--- config.mk ---
export PLATFORM = sky130hd
export DESIGN_NAME = mem_arbiter
export DESIGN_NICKNAME = d
export VERILOG_FILES = /design/src/rtl/mem_arbiter_pkg.sv /design/src/rtl/rr_pick3.sv /design/src/rtl/mem_arbiter.sv
export SDC_FILE = /design/constraint.sdc
export NUM_CORES = 1
export LEC_CHECK = 0
export BUFFER_PORTS_ARGS = -buffer_cell sky130_fd_sc_hd__buf_2
export CAP_MARGIN = 30
export CORE_AREA = 2 2 136 138
export DETAILED_ROUTE_END_ITERATION = 7
export DIE_AREA = 0 0 138 140
export SKIP_CTS_REPAIR_TIMING = 1
export SLEW_MARGIN = 20
export SYNTH_ARGS = -nofsm -noshare
export SYNTH_HDL_FRONTEND = slang
export SYNTH_SLANG_ARGS = --single-unit
--- constraint.sdc ---
create_clock -name clk -period 5.95 [get_ports clk]
set_clock_uncertainty 0.2 [all_clocks]
set_input_delay 0.2975 -clock clk [delete_from_list [all_inputs] [get_ports clk]]
set_output_delay 0.2975 -clock clk [all_outputs]
set_load 0.01 [all_outputs]
--- src/rtl/mem_arbiter_pkg.sv ---
// Shared constants, FSM state type and port-rotation helper for the memory arbiter.
package mem_arbiter_pkg;

    localparam int unsigned NUM_PORTS = 3;
    localparam int unsigned PORT_W    = 2;

    localparam logic [PORT_W-1:0] PORT_FETCH = 2'd0;
    localparam logic [PORT_W-1:0] PORT_DATA  = 2'd1;
    localparam logic [PORT_W-1:0] PORT_DBG   = 2'd2;

    typedef enum logic {
        ST_IDLE = 1'b0,
        ST_BUSY = 1'b1
    } state_t;

    // Next port in rotation order; the unused code 3 folds back to fetch.
    function automatic logic [PORT_W-1:0] next_port(input logic [PORT_W-1:0] p);
        logic [PORT_W-1:0] n;
        if (p == PORT_FETCH) begin
            n = PORT_DATA;
        end else if (p == PORT_DATA) begin
            n = PORT_DBG;
        end else begin
            n = PORT_FETCH;
        end
        return n;
    endfunction

endpackage

--- src/rtl/rr_pick3.sv ---
// Three-way round-robin picker: first requester after 'last' in rotation order wins.
module rr_pick3
    import mem_arbiter_pkg::*;
(
    input  logic [NUM_PORTS-1:0] req,
    input  logic [PORT_W-1:0]    last,
    output logic [NUM_PORTS-1:0] pick,
    output logic [PORT_W-1:0]    index
);

    // Walk the ports starting just after the previous winner.
    always_comb begin
        logic [PORT_W-1:0] cand;
        logic              found;
        pick  = '0;
        index = '0;
        found = 1'b0;
        cand  = next_port(last);
        for (int i = 0; i < int'(NUM_PORTS); i++) begin
            if (!found && req[cand]) begin
                found       = 1'b1;
                pick[cand]  = 1'b1;
                index       = cand;
            end
            cand = next_port(cand);
        end
    end

endmodule

--- src/rtl/mem_arbiter.sv ---
// Round-robin arbiter sharing one single-port memory among fetch, data and debug
// requesters; one transaction in flight, aborted after TIMEOUT unacknowledged cycles.
module mem_arbiter
    import mem_arbiter_pkg::*;
#(
    parameter int unsigned ADDR_W  = 32,
    parameter int unsigned DATA_W  = 32,
    parameter int unsigned TIMEOUT = 255,
    parameter int unsigned TO_W    = 8
) (
    input  logic                          clk,
    input  logic                          rst,
    input  logic [NUM_PORTS-1:0]          req,
    input  logic [NUM_PORTS-1:0]          req_we,
    input  logic [NUM_PORTS*ADDR_W-1:0]   req_addr,
    input  logic [NUM_PORTS*DATA_W-1:0]   req_wdata,
    input  logic [NUM_PORTS*DATA_W/8-1:0] req_wstrb,
    output logic [NUM_PORTS-1:0]          gnt,
    output logic [NUM_PORTS-1:0]          rsp_valid,
    output logic [DATA_W-1:0]             rsp_rdata,
    output logic                          rsp_err,
    output logic                          mem_req,
    output logic                          mem_we,
    output logic [ADDR_W-1:0]             mem_addr,
    output logic [DATA_W-1:0]             mem_wdata,
    output logic [DATA_W/8-1:0]           mem_wstrb,
    input  logic                          mem_ack,
    input  logic [DATA_W-1:0]             mem_rdata
);

    localparam int unsigned STRB_W = DATA_W / 8;

    state_t                state, state_d;
    logic [PORT_W-1:0]     last_gnt, last_gnt_d;
    logic [TO_W-1:0]       cnt, cnt_d;
    logic [NUM_PORTS-1:0]  gnt_d, rsp_valid_d;
    logic [DATA_W-1:0]     rsp_rdata_d;
    logic                  rsp_err_d;
    logic                  mem_req_d, mem_we_d;
    logic [ADDR_W-1:0]     mem_addr_d;
    logic [DATA_W-1:0]     mem_wdata_d;
    logic [STRB_W-1:0]     mem_wstrb_d;

    logic [NUM_PORTS-1:0]  win_pick;
    logic [PORT_W-1:0]     win_idx;
    logic                  timeout_hit;

    rr_pick3 u_pick (
        .req   (req),
        .last  (last_gnt),
        .pick  (win_pick),
        .index (win_idx)
    );

    // Abort point: counter reaches TIMEOUT-1 in BUSY (disabled when TIMEOUT is 0).
    always_comb begin
        timeout_hit = 1'b0;
        if (TIMEOUT != 0) begin
            timeout_hit = (cnt == TO_W'(TIMEOUT - 1));
        end
    end

    // Next-state and registered-output values.
    always_comb begin
        state_d     = state;
        last_gnt_d  = last_gnt;
        cnt_d       = cnt;
        gnt_d       = '0;
        rsp_valid_d = '0;
        rsp_rdata_d = rsp_rdata;
        rsp_err_d   = rsp_err;
        mem_req_d   = mem_req;
        mem_we_d    = mem_we;
        mem_addr_d  = mem_addr;
        mem_wdata_d = mem_wdata;
        mem_wstrb_d = mem_wstrb;

        case (state)
            ST_IDLE: begin
                if (req != '0) begin
                    state_d     = ST_BUSY;
                    last_gnt_d  = win_idx;
                    cnt_d       = '0;
                    gnt_d       = win_pick;
                    mem_req_d   = 1'b1;
                    mem_we_d    = (win_idx == PORT_FETCH) ? 1'b0 : req_we[win_idx];
                    mem_addr_d  = req_addr[32'(win_idx) * ADDR_W +: ADDR_W];
                    mem_wdata_d = req_wdata[32'(win_idx) * DATA_W +: DATA_W];
                    mem_wstrb_d = req_wstrb[32'(win_idx) * STRB_W +: STRB_W];
                end
            end
            ST_BUSY: begin
                cnt_d = cnt + TO_W'(1);
                if (mem_ack) begin
                    state_d     = ST_IDLE;
                    mem_req_d   = 1'b0;
                    rsp_valid_d = NUM_PORTS'(1) << last_gnt;
                    rsp_err_d   = 1'b0;
                    rsp_rdata_d = mem_we ? '0 : mem_rdata;
                end else if (timeout_hit) begin
                    state_d     = ST_IDLE;
                    mem_req_d   = 1'b0;
                    rsp_valid_d = NUM_PORTS'(1) << last_gnt;
                    rsp_err_d   = 1'b1;
                    rsp_rdata_d = '0;
                end
            end
            default: begin
                state_d = ST_IDLE;
            end
        endcase
    end

    // State and output registers; reset drops any in-flight transaction silently.
    always_ff @(posedge clk or posedge rst) begin
        if (rst) begin
            state     <= ST_IDLE;
            last_gnt  <= PORT_DBG;
            cnt       <= '0;
            gnt       <= '0;
            rsp_valid <= '0;
            rsp_rdata <= '0;
            rsp_err   <= 1'b0;
            mem_req   <= 1'b0;
            mem_we    <= 1'b0;
            mem_addr  <= '0;
            mem_wdata <= '0;
            mem_wstrb <= '0;
        end else begin
            state     <= state_d;
            last_gnt  <= last_gnt_d;
            cnt       <= cnt_d;
            gnt       <= gnt_d;
            rsp_valid <= rsp_valid_d;
            rsp_rdata <= rsp_rdata_d;
            rsp_err   <= rsp_err_d;
            mem_req   <= mem_req_d;
            mem_we    <= mem_we_d;
            mem_addr  <= mem_addr_d;
            mem_wdata <= mem_wdata_d;
            mem_wstrb <= mem_wstrb_d;
        end
    end

endmodule

==> flow_metrics.env, run 1 <==
export IMPL_hold_path_class="in2reg"
export IMPL_slew_limit_headroom=0.374
export IMPL_rr_startpoint="last_gnt[1]$_DFFE_PP1P_"
export IMPL_number_of_routed_nets_with_antenna_violations=0
export IMPL_period_share=0.482
export IMPL_ys_ff_latch=120
export IMPL_floorplan_die_area_mm2=0.0193
export IMPL_synth_yosys_seq_area_share=0.534
export IMPL_layout_min_cycle_time_ps=2870
export IMPL_max_cap_violations=0
export IMPL_die_height_um=140
export IMPL_r2r_worst_path_cells=5
export IMPL_mappedNetlistNets=798
export IMPL_insertion_delay_of_the_later_clocked_pin_in_the_worst_skew_pair_ps=410
export IMPL_clockRootBuffer="sky130_fd_sc_hd__clkbuf_16"
export IMPL_timing_rr_end="mem_wdata[27]$_DFFE_PP0P_"
export IMPL_grt_start_max_net_pins=70
export IMPL_finalHoldViolations=16
export IMPL_syn_to_final_growth_pct=54.5
export IMPL_yosysUniqueCellTypes=40
export IMPL_worst_slew_pin_slew_ps=940
export IMPL_clock_transition_at_the_registers_of_the_reported_paths_ps=60
export IMPL_data_arrival_time_of_the_critical_path_ps=3000
export IMPL_dp_hpwl_um=14100
export IMPL_whs_ps=-26.0
export IMPL_nNetsFinal=1178
export IMPL_start_util=0.316
export IMPL_run_status="complete, but fails checks"
export IMPL_layout_cells_sized_above_1=0.451
export IMPL_cts_htree_levels=4
export IMPL_violated_checks="negative hold slack"
export IMPL_netlist_area_mm2=0.00562
export IMPL_post_synth_inst_count=551
export IMPL_num_rows=49
export IMPL_post_place_cells=1089
export IMPL_residual_drc_count=0
export IMPL_postRouteWirelength_um=20100
export IMPL_instances_no_fill=1174
export IMPL_timing_hold_worst_endpoint="mem_we$_DFFE_PP0P_"
export IMPL_setup_viol_count_final=0
export IMPL_number_of_global_route_vias_before_repair=5716
export IMPL_final_max_slew_viol_count=0
export IMPL_core_area_mm2=0.0178
export IMPL_worst_setup_path_end_kind="flip-flop"
export IMPL_drt_pass1_iterations=4
export IMPL_boundaryPins=354
export IMPL_tritoncts="built"
export IMPL_worst_hold_path_num_cells=3
export IMPL_first_pass_grt_wire_length_um=30600
export IMPL_rsz_0062_raised_after_global_routing="false"
export IMPL_cts_root_to_sink_buffers=2
export IMPL_post_synth_main_area_contributors="sky130_fd_sc_hd__dfrtp_1, sky130_fd_sc_hd__a21oi_1, sky130_fd_sc_hd__o221ai_1, sky130_fd_sc_hd__a22o_1, sky130_fd_sc_hd__nor2_1"
export IMPL_post_synth_top_area_fraction=0.530
export IMPL_hp_start="req_we[1]"
export IMPL_grt_util_all_layers=0.198
export IMPL_cts_sinks=120
export IMPL_total_power_mw=3.14
export IMPL_multi_input_area_mm2=0.00236
export IMPL_setup_tns_ps=0
export IMPL_route_vias_total=5893
export IMPL_pwr_density_cell_mw_per_mm2=362
export IMPL_postSynthAreaPerCell_um2=10.2
export IMPL_grt_overflow_total=0
export IMPL_power_leakage_nw=4.15
export IMPL_layout_area_seq_mm2=0.00300
export IMPL_synth_top_cell_by_area="sky130_fd_sc_hd__dfrtp_1"
export IMPL_portBuffers=352
export IMPL_cts_buffers=17
export IMPL_fillCellCount=1711
export IMPL_detailedRoute_firstIterationViolations=216
export IMPL_worst_setup_path_start_kind="input pin"
export IMPL_regToRegSetupSlack_ps=3080
export IMPL_initial_antenna_violation_count=1
export IMPL_critPathMaxFanout=51
export IMPL_gp_congestion=0.805
export IMPL_die_w_um=138
export IMPL_post_drt_wl_per_cell_um=17.1
export IMPL_vias_per_cell=5.02
export IMPL_total_of_warnings_raised_by_yosys=0
export IMPL_cp_required_ps=6080
export IMPL_max_vdd_ir_drop_mv=0.184
export IMPL_fmax_mhz=349
export IMPL_critPathKind="in2reg"
## layout make-up
class,instances,area share
Multi-Input combinational cell,374,0.272
Antenna cell,1,0.000288
Timing Repair Buffer,414,0.275
Inverter,4,0.00202
Clock buffer,17,0.0490
Tap cell,229,0.0330
Clock inverter,15,0.0233
Sequential cell,120,0.346
## worst max-delay path, stage by stage
cell and delay (ps):
sky130_fd_sc_hd__dlygate4sd3_1 530, sky130_fd_sc_hd__buf_2 170, sky130_fd_sc_hd__nor2_1 80, sky130_fd_sc_hd__a22oi_2 780, sky130_fd_sc_hd__buf_4 620, sky130_fd_sc_hd__o221ai_1 280, sky130_fd_sc_hd__a21oi_1 180
## synth_stat cells
library cell	count
sky130_fd_sc_hd__a21oi_1	132
sky130_fd_sc_hd__dfrtp_1	119
sky130_fd_sc_hd__nor2_1	76
sky130_fd_sc_hd__o221ai_1	58
sky130_fd_sc_hd__a22o_1	33
sky130_fd_sc_hd__buf_2	21
sky130_fd_sc_hd__clkbuf_1	21
sky130_fd_sc_hd__nand2_1	10
sky130_fd_sc_hd__o21ai_0	10
sky130_fd_sc_hd__o221ai_2	10
sky130_fd_sc_hd__a21oi_2	9
sky130_fd_sc_hd__buf_4	9
sky130_fd_sc_hd__nand3_1	5
sky130_fd_sc_hd__inv_1	4
sky130_fd_sc_hd__nor3_1	3
sky130_fd_sc_hd__nor3b_1	3
sky130_fd_sc_hd__a21o_1	2
sky130_fd_sc_hd__ha_1	2
sky130_fd_sc_hd__nand2b_1	2
sky130_fd_sc_hd__nor4_1	2
sky130_fd_sc_hd__a21boi_0	1
sky130_fd_sc_hd__a221oi_1	1
sky130_fd_sc_hd__a22oi_2	1
sky130_fd_sc_hd__and2_1	1
sky130_fd_sc_hd__buf_6	1
sky130_fd_sc_hd__clkbuf_4	1
sky130_fd_sc_hd__dfstp_2	1
sky130_fd_sc_hd__mux2i_1	1
sky130_fd_sc_hd__nand4_1	1
sky130_fd_sc_hd__nor2b_2	1
sky130_fd_sc_hd__o21a_1	1
sky130_fd_sc_hd__o21ai_2	1
sky130_fd_sc_hd__o2bb2ai_2	1
sky130_fd_sc_hd__o31a_1	1
sky130_fd_sc_hd__o31ai_1	1
sky130_fd_sc_hd__or2_2	1
sky130_fd_sc_hd__or3_1	1
sky130_fd_sc_hd__or3b_2	1
sky130_fd_sc_hd__or4_1	1
sky130_fd_sc_hd__xor2_1	1
## power by group
part	internal, mW	total (mW)	switching, mW	leakage (nW)
Sequential	1.01	1.12	0.116	1.43
Clock	0.678	1.10	0.421	0.304
Combinational	0.397	0.923	0.526	2.42
## routing by layer
layer / GRT usage / vias to the layer above / share of wire
li1: - / 2854 / -
met1: 0.246 / 2743 / 0.42
met2: 0.331 / 264 / 0.50
met3: 0.0509 / 32 / 0.060
met4: 0.0822 / 0 / 0.026
met5: 0 / - / 0
## kinds of logic after synthesis
logic type,after synthesis,share of synthesized area
AND/OR/NAND/NOR,108,0.0819
buffers and inverters,57,0.0507
flip-flops,120,0.534
multiplexers,1,0.00178
XOR/XNOR,1,0.00156
adder cells (fa/ha/maj),2,0.00445
AO/OA/AOI/OAI,262,0.325
## worst max-delay path by stage
stage	startpoint	to	depth (start not counted)
3_5_place_dp	last_gnt[1]$_DFFE_PP1P_	mem_wdata[20]$_DFFE_PP0P_	5
5_1_grt	last_gnt[1]$_DFFE_PP1P_	mem_wdata[27]$_DFFE_PP0P_	5
6_report	req[0]	mem_wdata[27]$_DFFE_PP0P_	7
3_3_place_gp	req[1]	mem_addr[1]$_DFFE_PP0P_	6
4_1_cts	last_gnt[1]$_DFFE_PP1P_	mem_wdata[26]$_DFFE_PP0P_	5
2_1_floorplan	rst	cnt[0]$_DFFE_PP0P_	1
## flip-flops by register name, summed over array words and instances, names as in the netlist, 2 cells and up
name / flops
mem_wdata: 32
gnt: 3
cnt: 8
last_gnt: 2
mem_addr: 32
mem_wstrb: 4
rsp_valid: 3
rsp_rdata: 32
## layout by cell type, fill, tap and decap left out, drive strengths merged, types with 2 or more instances in the layout
master	count
a21oi	141
dlygate4sd3	51
clkinvlp	2
buf	363
a22o	33
o21ai	11
o221ai	68
nand2b	2
nor2	76
nand2	10
a21o	2
ha	2
nor4	2
inv	14
nand3	5
nor3	3
nor3b	3
dfrtp	119
bufinv	3
clkbuf	17
## per-stage QoR
| step | instance area, µm² | util | worst slack, ps | hold slack (ps) |
|---|---|---|---|---|
| 3_3_place_gp | 7500 | 0.422 | 3060 | 242 |
| 4_1_cts | 8140 | 0.458 | 3090 | -206 |
| 2_1_floorplan | 5620 | - | 2270 | 188 |
| 6_report | 8680 | 0.488 | 3080 | -26.0 |
| 5_1_grt | 8680 | 0.488 | 2880 | -1.68 |
| 3_5_place_dp | 7520 | 0.423 | 3110 | 241 |
Power figures use the tool's default switching activity.
==> run 2, diff against run 1 <==
clock period = 2.85 ns   (was 5.95 ns; I/O delays follow)
==> flow_metrics.env, run 2 (synthesized netlist as in run 1, its figures left out) <==
export IMPL_run_status="complete, but fails checks"
export IMPL_initial_antenna_violation_count=0
export IMPL_nNetsFinal=1341
export IMPL_number_of_routed_nets_with_antenna_violations=0
export IMPL_grt_start_max_net_pins=69
export IMPL_post_place_cells=1097
export IMPL_die_height_um=140
export IMPL_tritoncts="built"
export IMPL_max_vdd_ir_drop_mv=0.384
export IMPL_layout_cell_area_non_filler_mm2=0.0103
export IMPL_layout_setup_ws_ps=172
export IMPL_clockRootBuffer="sky130_fd_sc_hd__clkbuf_16"
export IMPL_cts_root_to_sink_buffers=2
export IMPL_cts_htree_levels=4
export IMPL_drt_pass1_iterations=5
export IMPL_boundaryPins=354
export IMPL_cts_buffers=17
export IMPL_post_drt_wl_per_cell_um=17.5
export IMPL_syn_to_final_growth_pct=83.5
export IMPL_seq_power_share=0.330
export IMPL_layout_area_seq_mm2=0.00300
export IMPL_largest_registers="mem_addr x32, mem_wdata x32, rsp_rdata x32"
export IMPL_slew_limit_headroom=0.401
export IMPL_route_vias_total=6804
export IMPL_clock_transition_at_the_registers_of_the_reported_paths_ps=60
export IMPL_worst_setup_path_end_kind="flip-flop"
export IMPL_layout_cells_sized_above_1=0.391
export IMPL_instances_no_fill=1336
export IMPL_total_switching_power_mw=2.36
export IMPL_postPlaceCellArea_mm2=0.00761
export IMPL_gp_congestion=0.775
export IMPL_grt_util_all_layers=0.195
export IMPL_num_rows=49
export IMPL_cp_required_ps=2990
export IMPL_cell_internal_pwr_mw=4.75
export IMPL_power_frac_clock=0.325
export IMPL_layout_common_cells="sky130_fd_sc_hd__buf_2, sky130_fd_sc_hd__dlygate4sd3_1, sky130_fd_sc_hd__a21oi_1"
export IMPL_core_area_mm2=0.0178
export IMPL_worst_setup_path_start_kind="input pin"
export IMPL_final_max_slew_viol_count=0
export IMPL_layout_cells_most_common="sky130_fd_sc_hd__buf_2"
export IMPL_detailedPlace_worstSlack_ps=616
export IMPL_critPathMaxFanout=40
export IMPL_period_share=0.940
export IMPL_power_leakage_nw=4.80
export IMPL_cts_sinks=120
export IMPL_hold_path_class="in2reg"
export IMPL_dp_hpwl_um=14000
export IMPL_finalHoldViolations=1
export IMPL_insertion_delay_of_the_later_clocked_pin_in_the_worst_skew_pair_ps=410
export IMPL_portBuffers=352
export IMPL_postRouteWirelength_um=23400
export IMPL_data_arrival_time_of_the_critical_path_ps=2820
export IMPL_worst_slew_pin_slew_ps=890
export IMPL_sw_share=0.332
export IMPL_max_cap_violations=0
export IMPL_total_power_mw=7.10
export IMPL_fillCellCount=1505
export IMPL_die_w_um=138
export IMPL_start_util=0.316
export IMPL_combPwrFrac=0.345
export IMPL_whs_ps=-1.40
export IMPL_multi_input_area_mm2=0.00236
export IMPL_antennaDiodeCount=0
export IMPL_setup_viol_count_final=0
export IMPL_grt_overflow_total=0
export IMPL_first_pass_grt_wire_length_um=30200
export IMPL_critPathKind="in2reg"
export IMPL_floorplan_die_area_mm2=0.0193
export IMPL_residual_drc_count=0
export IMPL_fmax_mhz=373
export IMPL_pwr_density_cell_mw_per_mm2=688
export IMPL_detailedRoute_firstIterationViolations=297
export IMPL_number_of_global_route_vias_before_repair=5506
export IMPL_vias_per_cell=5.09
export IMPL_violated_checks="negative hold slack"
export IMPL_layout_min_cycle_time_ps=2680
-- run 2: changes by cell type in the layout (fill, tap and decap cells not counted), sizes merged --
cell | previous run | this run
clkinv | 0 | 1
diode | 1 | 0
inv | 14 | 13
buf | 363 | 370
dlygate4sd3 | 51 | 207
-- run 2: layout make-up --
type,instances,share of cell area
repair buffers,577,0.390
well taps,229,0.0278
clock inverters,15,0.0198
multi-input cells,374,0.229
flip-flops and latches,120,0.291
clock buffers,17,0.0412
inverters,4,0.00182
-- run 2: power groups by stage --
stage,combinational (mW),sequential (mW),clock [mW]
after floorplan,0.902,2.53,0
after global placement,1.92,2.34,0
after detailed placement,1.93,2.35,0
after CTS,1.93,2.33,2.36
after global routing,2.65,2.39,2.45
final,2.45,2.34,2.31
-- run 2: metal layers --
layer,global-route usage,wire [µm]
met1,0.252,9380
met2,0.326,11900
met3,0.0561,1610
met4,0.0494,500
met5,0,0
-- run 2: final timing paths --
check / start / end / slack [ps] / depth (start not counted)
setup / recovery: req[2] / mem_wdata[0]$_DFFE_PP0P_ / 170 / 7
hold / removal: req[1] / mem_req$_DFFE_PP0P_ / -1 / 3
setup reg to reg: last_gnt[1]$_DFFE_PP1P_ / mem_wdata[6]$_DFFE_PP0P_ / 230 / 6
hold reg to reg: cnt[7]$_DFFE_PP0P_ / cnt[7]$_DFFE_PP0P_ / 290 / 1
max in group asynchronous: rst / mem_wdata[9]$_DFFE_PP0P_ / 1510 / 4
min in group asynchronous: rst / mem_addr[5]$_DFFE_PP0P_ / 130 / 3
-- run 2: critical path, stage by stage --
cell,delay [ps]
sky130_fd_sc_hd__dlygate4sd3_1,530
sky130_fd_sc_hd__buf_2,170
sky130_fd_sc_hd__nor2b_2,260
sky130_fd_sc_hd__a22o_2,760
sky130_fd_sc_hd__a21oi_1,200
sky130_fd_sc_hd__a21oi_2,170
sky130_fd_sc_hd__dlygate4sd3_1,580
-- run 2: stage by stage --
stage                     setup TNS (ps)  utilization
after floorplan                        0            -
after global placement                 0        0.428
after detailed placement               0        0.428
after CTS                              0        0.464
after global routing               -11.3        0.580
final                                  0        0.580
==> run 3, diff against run 2 <==
PLACE_DENSITY = 0.62   (was unset)
SKIP_LAST_GASP = 1   (was unset)
==> flow_metrics.env, run 3 (synthesized netlist as in run 1, its figures left out) <==
export IMPL_finalHoldViolations=0
export IMPL_period_share=0.952
export IMPL_num_rows=49
export IMPL_number_of_global_route_vias_before_repair=5702
export IMPL_timing_rr_end="mem_addr[1]$_DFFE_PP0P_"
export IMPL_clockRootBuffer="sky130_fd_sc_hd__clkbuf_16"
export IMPL_cts_root_to_sink_buffers=2
export IMPL_detailedRoute_firstIterationViolations=278
export IMPL_regToRegSetupSlack_ps=200
export IMPL_grt_util_all_layers=0.192
export IMPL_tritoncts="built"
export IMPL_r2r_worst_path_cells=6
export IMPL_dp_hpwl_um=13600
export IMPL_worst_setup_path_start_kind="input pin"
export IMPL_max_vdd_ir_drop_mv=0.428
export IMPL_layout_cell_area_non_filler_mm2=0.00994
export IMPL_clock_transition_at_the_registers_of_the_reported_paths_ps=60
export IMPL_detailedPlace_worstSlack_ps=755
export IMPL_layout_common_cells="sky130_fd_sc_hd__buf_2, sky130_fd_sc_hd__dlygate4sd3_1, sky130_fd_sc_hd__a21oi_1"
export IMPL_run_status="completed"
export IMPL_core_area_mm2=0.0178
export IMPL_rsz_0062_raised_after_global_routing="false"
export IMPL_cts_buffers=17
export IMPL_gp_congestion=0.785
export IMPL_syn_to_final_growth_pct=76.9
export IMPL_fmax_mhz=368
export IMPL_largest_registers="mem_addr x32, mem_wdata x32, rsp_rdata x32"
export IMPL_rr_startpoint="last_gnt[1]$_DFFE_PP1P_"
export IMPL_instances_no_fill=1302
export IMPL_initial_antenna_violation_count=2
export IMPL_start_util=0.316
export IMPL_total_power_mw=6.93
export IMPL_layout_cells_sized_above_1=0.400
export IMPL_worst_hold_path_num_cells=4
export IMPL_post_place_cells=1091
export IMPL_die_height_um=140
export IMPL_residual_drc_count=0
export IMPL_setup_viol_count_final=0
export IMPL_portBuffers=352
export IMPL_layout_setup_ws_ps=136
export IMPL_grt_start_max_net_pins=121
export IMPL_postPlaceCellArea_mm2=0.00757
export IMPL_pwr_density_cell_mw_per_mm2=696
export IMPL_setup_tns_ps=0
export IMPL_boundaryPins=354
export IMPL_cts_htree_levels=4
export IMPL_data_arrival_time_of_the_critical_path_ps=2860
export IMPL_cts_sinks=120
export IMPL_hold_path_class="in2reg"
export IMPL_worst_setup_path_end_kind="flip-flop"
export IMPL_route_vias_total=6528
export IMPL_worst_slew_pin_slew_ps=732
export IMPL_postRouteWirelength_um=21200
export IMPL_layout_cells_most_common="sky130_fd_sc_hd__buf_2"
export IMPL_slew_limit_headroom=0.512
export IMPL_first_pass_grt_wire_length_um=30000
export IMPL_critPathMaxFanout=43
export IMPL_number_of_routed_nets_with_antenna_violations=0
export IMPL_floorplan_die_area_mm2=0.0193
export IMPL_critPathKind="in2reg"
export IMPL_final_max_slew_viol_count=0
export IMPL_die_w_um=138
export IMPL_cp_startpoint="req[2]"
export IMPL_critPathCapture="mem_addr[1]$_DFFE_PP0P_"
export IMPL_layout_min_cycle_time_ps=2710
export IMPL_vias_per_cell=5.01
export IMPL_nNetsFinal=1305
export IMPL_grt_overflow_total=0
export IMPL_max_cap_violations=0
export IMPL_power_leakage_nw=4.64
export IMPL_drt_pass1_iterations=5
export IMPL_insertion_delay_of_the_later_clocked_pin_in_the_worst_skew_pair_ps=410
export IMPL_post_drt_wl_per_cell_um=16.3
export IMPL_cp_required_ps=2990
==> run 3: power breakdown <==
part	switching, mW	internal (mW)	total (mW)
logic	1.18	1.23	2.41
clock network	0.838	1.34	2.17
registers	0.243	2.10	2.35
total	2.26	4.67	6.93
==> run 3: worst min-delay path by stage <==
stage	start	endpoint	slack (ps)
5_1_grt	req[1]	cnt[1]$_DFFE_PP0P_	140
2_1_floorplan	mem_ack	rsp_err$_DFFE_PP0P_	30
3_3_place_gp	mem_rdata[5]	rsp_rdata[5]$_DFFE_PP0P_	170
6_report	req[1]	cnt[1]$_DFFE_PP0P_	80
4_1_cts	mem_rdata[5]	rsp_rdata[5]$_DFFE_PP0P_	-270
3_5_place_dp	mem_rdata[19]	rsp_rdata[19]$_DFFE_PP0P_	170
==> run 3: critical path, stage by stage <==
cell	delay (ps)
sky130_fd_sc_hd__dlygate4sd3_1	530
sky130_fd_sc_hd__buf_2	170
sky130_fd_sc_hd__nor2b_2	260
sky130_fd_sc_hd__a22o_2	590
sky130_fd_sc_hd__buf_12	290
sky130_fd_sc_hd__a21oi_1	120
sky130_fd_sc_hd__a21oi_1	160
sky130_fd_sc_hd__dlygate4sd3_1	560
==> run 3: final cells by class <==
type | count | area [µm²]
Timing Repair Buffer | 541 | 3670
Tap cell | 229 | 287
Clock buffer | 18 | 439
Multi-Input combinational cell | 374 | 2360
Sequential cell | 120 | 3000
Inverter | 4 | 18.8
Clock inverter | 14 | 163
Antenna cell | 2 | 5.00
Fill cell | 1585 | 7840
==> run 3: per-layer routing <==
metal,global-route usage,wire (µm),vias up
met5,0,0,-
met4,0.0628,337,0
met3,0.0564,1360,26
met2,0.328,10700,289
met1,0.234,8830,3107
li1,-,-,3106
==> run 3: metrics by stage <==
stage,utilization,hold WS (ps)
final,0.559,84.7
after global routing,0.559,135
after CTS,0.460,-274
after detailed placement,0.426,171
after global placement,0.426,166
after floorplan,-,32.6
